[src/rtl/word_packer.sv]
// Packs N_WORDS variable-length, MSB-aligned words per beat into a continuous
// MSB-first bit stream and emits it as BLOCK_SIZE-bit blocks.
// Optional packet flush on in_last: define WORD_PACKER_FLUSH_EN.
module word_packer #(
    parameter  int N_WORDS     = 4,
    parameter  int MAX_LENGTH  = 48,
    parameter  int BLOCK_SIZE  = 32,
    localparam int LENGTH_BITS = $clog2(MAX_LENGTH + 1)
) (
    input  logic                           clk,
    input  logic                           aresetn,
    input  logic [N_WORDS*MAX_LENGTH-1:0]  in_words,
    input  logic [N_WORDS*LENGTH_BITS-1:0] in_lengths,
    input  logic                           in_valid,
    output logic                           in_ready,
    input  logic                           in_last,
    output logic [BLOCK_SIZE-1:0]          out_data,
    output logic                           out_valid,
    input  logic                           out_ready,
    output logic                           out_last
);

    localparam int TOT    = N_WORDS * MAX_LENGTH;
    localparam int CAP    = TOT + BLOCK_SIZE;
    localparam int FILL_W = $clog2(CAP + 1);

    localparam logic [LENGTH_BITS-1:0] MAX_L = LENGTH_BITS'(MAX_LENGTH);
    localparam logic [FILL_W-1:0]      BS_F  = FILL_W'(BLOCK_SIZE);
    localparam logic [FILL_W:0]        CAP_F = (FILL_W + 1)'(CAP);

    logic [N_WORDS-1:0][MAX_LENGTH-1:0]  lane_word;
    logic [N_WORDS-1:0][LENGTH_BITS-1:0] lane_len;

    // Per-lane clamp and mask: only the top len bits of each slot survive.
    for (genvar g = 0; g < N_WORDS; g++) begin : g_lane
        logic [LENGTH_BITS-1:0] len_raw;
        assign len_raw      = in_lengths[g*LENGTH_BITS +: LENGTH_BITS];
        assign lane_len[g]  = (len_raw > MAX_L) ? MAX_L : len_raw;
        assign lane_word[g] = in_words[g*MAX_LENGTH +: MAX_LENGTH]
                            & ~({MAX_LENGTH{1'b1}} >> lane_len[g]);
    end

    logic [TOT-1:0]    cat_vec;
    logic [FILL_W-1:0] cat_len;

    always_comb begin
        cat_vec = '0;
        cat_len = '0;
        for (int i = 0; i < N_WORDS; i++) begin
            cat_vec = cat_vec | ((TOT'(lane_word[i]) << (TOT - MAX_LENGTH)) >> cat_len);
            cat_len = cat_len + FILL_W'(lane_len[i]);
        end
    end

    logic              rst_done;
    logic              s1_valid;
    logic [TOT-1:0]    s1_vec;
    logic [FILL_W-1:0] s1_len;
    logic [CAP-1:0]    bits_q;
    logic [FILL_W-1:0] fill;
    logic              flush_pend;

    logic              pop, s1_adv, in_fire;
    logic [FILL_W-1:0] pop_amt, fill_after_pop, fill_next;
    logic [CAP-1:0]    bits_shift, bits_app;

    assign out_valid = (fill >= BS_F) || flush_pend;
    assign out_data  = bits_q[CAP-1 -: BLOCK_SIZE];

    // A flush block with fewer than BLOCK_SIZE bits empties the buffer.
    assign pop            = out_valid && out_ready;
    assign pop_amt        = pop ? ((fill >= BS_F) ? BS_F : fill) : '0;
    assign fill_after_pop = fill - pop_amt;

    assign s1_adv   = s1_valid && !flush_pend
                   && (({1'b0, fill_after_pop} + {1'b0, s1_len}) <= CAP_F);
    assign in_ready = rst_done && !flush_pend && (!s1_valid || s1_adv);
    assign in_fire  = in_valid && in_ready;

    assign bits_shift = pop ? (bits_q << BLOCK_SIZE) : bits_q;
    assign bits_app   = s1_adv ? ((CAP'(s1_vec) << BLOCK_SIZE) >> fill_after_pop) : '0;
    assign fill_next  = fill_after_pop + (s1_adv ? s1_len : '0);

    always_ff @(posedge clk or negedge aresetn) begin
        if (!aresetn) begin
            rst_done <= 1'b0;
            s1_valid <= 1'b0;
            s1_vec   <= '0;
            s1_len   <= '0;
            bits_q   <= '0;
            fill     <= '0;
        end else begin
            rst_done <= 1'b1;
            if (in_fire) begin
                s1_valid <= 1'b1;
                s1_vec   <= cat_vec;
                s1_len   <= cat_len;
            end else if (s1_adv) begin
                s1_valid <= 1'b0;
            end
            bits_q <= bits_shift | bits_app;
            fill   <= fill_next;
        end
    end

`ifdef WORD_PACKER_FLUSH_EN
    logic s1_last;

    // Flush is armed when the last beat lands in the buffer and clears when the
    // out_last block leaves; stage 1 is frozen meanwhile so packets never mix.
    always_ff @(posedge clk or negedge aresetn) begin
        if (!aresetn) begin
            s1_last    <= 1'b0;
            flush_pend <= 1'b0;
        end else begin
            if (in_fire)
                s1_last <= in_last;
            if (pop && out_last)
                flush_pend <= 1'b0;
            else if (s1_adv && s1_last)
                flush_pend <= 1'b1;
        end
    end

    assign out_last = flush_pend && (fill <= BS_F);
`else
    logic in_last_unused;

    assign in_last_unused = in_last;
    assign flush_pend     = 1'b0;
    assign out_last       = 1'b0;
`endif

endmodule

[config.mk]
export PLATFORM = sky130hd
export DESIGN_NAME = word_packer
export DESIGN_NICKNAME = d
export VERILOG_FILES = /design/src/rtl/word_packer.sv
export SDC_FILE = /design/constraint.sdc
export NUM_CORES = 2
export LEC_CHECK = 0
export CAP_MARGIN = 40
export CORE_UTILIZATION = 35
export CTS_CLUSTER_DIAMETER = 200
export DETAILED_ROUTE_END_ITERATION = 10
export GPL_ROUTABILITY_DRIVEN = 0
export HOLD_SLACK_MARGIN = 0.1
export PLACE_DENSITY_LB_ADDON = 0.08
export SYNTH_ARGS = -nofsm -noshare
export SYNTH_HDL_FRONTEND = slang
export SYNTH_SLANG_ARGS = --single-unit
[constraint.sdc]
create_clock -name clk -period 8.35 [get_ports clk]
set_clock_uncertainty 0.15 [all_clocks]
set_input_delay 2.0875 -clock clk [delete_from_list [all_inputs] [get_ports clk]]
set_output_delay 2.0875 -clock clk [all_outputs]
set_load 0.01 [all_outputs]
==> metrics.md <==
| Metric | Value |
|---|---|
| Outcome | `finished, final reports clean` |
| Unrepaired setup endpoints after global routing | `no` |
| Synth warn | `0` |
| Vias in the first global route | `~58,000` |
| Crit path arrival time | `approximately 5.7 ns` |
| Longest Clk Path Bufs | `3` |
| Row cnt | `approximately 140` |
| Final antenna-violating net count | `0` |
| Fill cells | `between 15,000 and 20,000` |
| Worst Hold Class | `flip-flop to flip-flop` |
| Ys flop type | `dfrtp_1` |
| Pin count of the biggest net entering global routing | `172` |
| Starting Density | `between 30% and 40%` |
| Reg2reg setup slack | `about 2.8 ns` |
| Final setup violation count | `0` |
| Register area share after synthesis | `between 20% and 30%` |
| Rel. slew slack | `between 20% and 30%` |
| EDFF count, synth | `0` |
| Worst setup SP type | `input port` |
| Grt met1 use | `about half` |
| Synth top area cells | `dfrtp_1 20%, mux4_2 8.9%, mux2i_1 8.5%` |
| CTS H-Tree Depth | `2` |
| Mapped Area | `between 50,000 and 60,000 um^2` |
| Most common cell after layout, fill and taps aside | `nor2_1` |
| CP startpoint | `out_ready` |
| Chip height | `393 um` |
| Worst setup path class | `input port to primary output` |
| Setup WS pre-CTS | `0.172 ns` |
| Number of detailed-route iterations in the first pass | `11` |
| Post_cts resized | `0` |
| Post-synth ARST share | `between 90% and 100%` |
| CP required | `around 6 ns` |
| Die Area | `about 150,000 um^2` |
| Wire length of the first global-routing pass | `~450 mm` |
| Area grow syn2layout | `13.6%` |
| Fmax | `0.127 GHz` |
| DR iter-0 viols | `roughly 10,000` |
| Final Worst Setup Slack | `0.455 ns` |
| Initial antenna violation count | `24` |
| DRT Wirelength | `between 300 and 400 mm` |
| HPWL after DPL | `approximately 240 mm` |
| Port bufs | `around 250` |
| Fin crit period | `slightly below 8 ns` |
| Post-synthesis average cell area | `about 7.7 um^2` |
| Die Wd | `a little under 400 um` |
| Gr busiest metal | `met2` |
| Worst r2r src | `fill[7]` |
| DRC | `0` |
| DR vias/cell | `between 7 and 8` |
| Grt met3 use | `~15%` |
| Final Hold Fails | `0` |
| Netlist cell types | `a little over 100` |
| Synth top area share | `around 20%` |
| M2 GR Usage | `56.6%` |
| Worst-case reg-to-reg path depth | `18` |
| Final worst-path cycle share | `roughly 95%` |
| Vias | `roughly 64,000` |
| Clk sinks | `434` |
| Gate count of the mapped netlist | `6,948` |
| Most frequent cells in the layout | `897 x nor2_1, 895 x nand2_1, 454 x mux2i_1` |
| Worst Hold Depth | `2` |
| CTS tree | `yes` |
| Routed wire per std cell | `approximately 35 um` |
| Root Driver | `clkbuf_16` |
| Post-CTS setup repair buffer count | `0` |
| Final max-slew violation count | `0` |
| CP endpoint kind | `primary output` |
| Largest fanout on the critical path | `4` |
| Synth Register Bits | `434` |
| Tot GR Track Use | `40.0%` |
| CP Capture Point | `in_ready` |
| Skew-Pair Late Insertion Delay | `roughly 0.71 ns` |
| Critical R2R Capture | `s1_vec[114]` |
| Hold_buf cts | `0` |
| Grt ovf | `0` |
| Largest area contributor in the netlist | `dfrtp_1` |
| Final net count | `~7,200` |
| Core area | `152,000 um^2` |
| I/O pin total | `roughly 260` |
| Worst Tran Pin Value | `1.17 ns` |
| Max-Cap Viols | `0` |
| Worst-path clk slew | `0.06 ns` |
| Fraction of layout instances using a drive strength above 1 | `approximately 15%` |
| CTS buffer count | `between 50 and 60` |
[state kept, by name, indices dropped and copies added (netlist names)]
name	flops
s1_valid	1
rst_done	1
s1_vec	192
fill	8
s1_len	8
bits_q	224
[metrics by stage]
step / area, um^2 / hold WS [ns] / TNS [ns] / utilization [%] / std cells
finish: 60700 / 0.318 / 0 / 40.0 / 9035
floorplan: 53400 / 0.296 / 0 / - / 6952
global route: 60700 / 0.351 / 0 / 40.0 / 9028
global placement: 58300 / 0.310 / -0.323 / 38.4 / 8866
detailed placement: 58700 / 0.316 / 0 / 38.7 / 8905
CTS: 60500 / 0.318 / 0 / 39.9 / 9005
[cells by family (layout without fill, tap and decap cells)]
logic type,count (synthesis),count (layout),synth area share [%]
simple gates,2498,2498,20.1
compound gates,2285,2285,29.4
mux,889,889,22.1
buf+inv,769,811,6.37
flops,434,434,20.3
fa+ha+maj,45,45,1.14
xor+xnor,26,26,0.468
other cells,2,17,0.0141
[synth_stat cells, types with 59 or more instances]
cell type / n
dfrtp_1: 434
mux2i_1: 455
o22ai_1: 220
a21oi_1: 376
nor3_1: 157
a22oi_1: 69
o21ai_1: 68
nand3_1: 197
o221ai_1: 90
o211ai_1: 150
o21ai_0: 417
and2_1: 63
a211oi_1: 111
mux4_2: 210
a31oi_1: 93
buf_1: 73
nand2_1: 898
buf_4: 59
clkbuf_1: 373
buf_2: 187
nor2_1: 900
mux2_2: 222
a221oi_1: 60
nand4_1: 60
[worst min-delay path by stage]
| stage | startpoint | endpoint |
|---|---|---|
| finish | bits_q[169] | bits_q[201] |
| global route | bits_q[172] | bits_q[204] |
| CTS | bits_q[169] | bits_q[201] |
| detailed placement | bits_q[27] | bits_q[27] |
| global placement | bits_q[22] | bits_q[22] |
| floorplan | bits_q[6] | bits_q[6] |
[cell type report]
cell class | instances | area, um^2 | share of cell area (%)
multi-input combinational | 5749 | 39400 | 64.9
sequential | 434 | 10900 | 17.9
timing repair buffer | 642 | 5760 | 9.48
tap | 2030 | 2540 | 4.18
clock buffer | 83 | 1620 | 2.67
inverter | 69 | 277 | 0.455
clock inverter | 17 | 220 | 0.363
antenna | 11 | 27.5 | 0.0453
[per-layer routing]
metal	share of wire (%)	routed length, um
met1	38	120000
met2	40	127000
met3	13	41900
met4	8.9	28100
met5	0.13	404
[worst max-delay path, stage by stage]
cell	delay [ns]
clkdlybuf4s50_1	0.45
and2_4	0.16
inv_6	0.04
ha_1	0.28
o21ai_0	0.09
nand2b_1	0.11
xnor2_2	0.26
inv_4	0.08
ha_1	0.34
nor3b_1	0.15
a221o_1	0.26
a211oi_1	0.38
o21ai_1	0.14
nand2_1	0.10
and2_1	0.12
clkdlybuf4s50_1	0.59
Power is left out: the tool's default activity adds up to more than one toggle a clock period on the data nets, which glitch-free logic cannot reach.
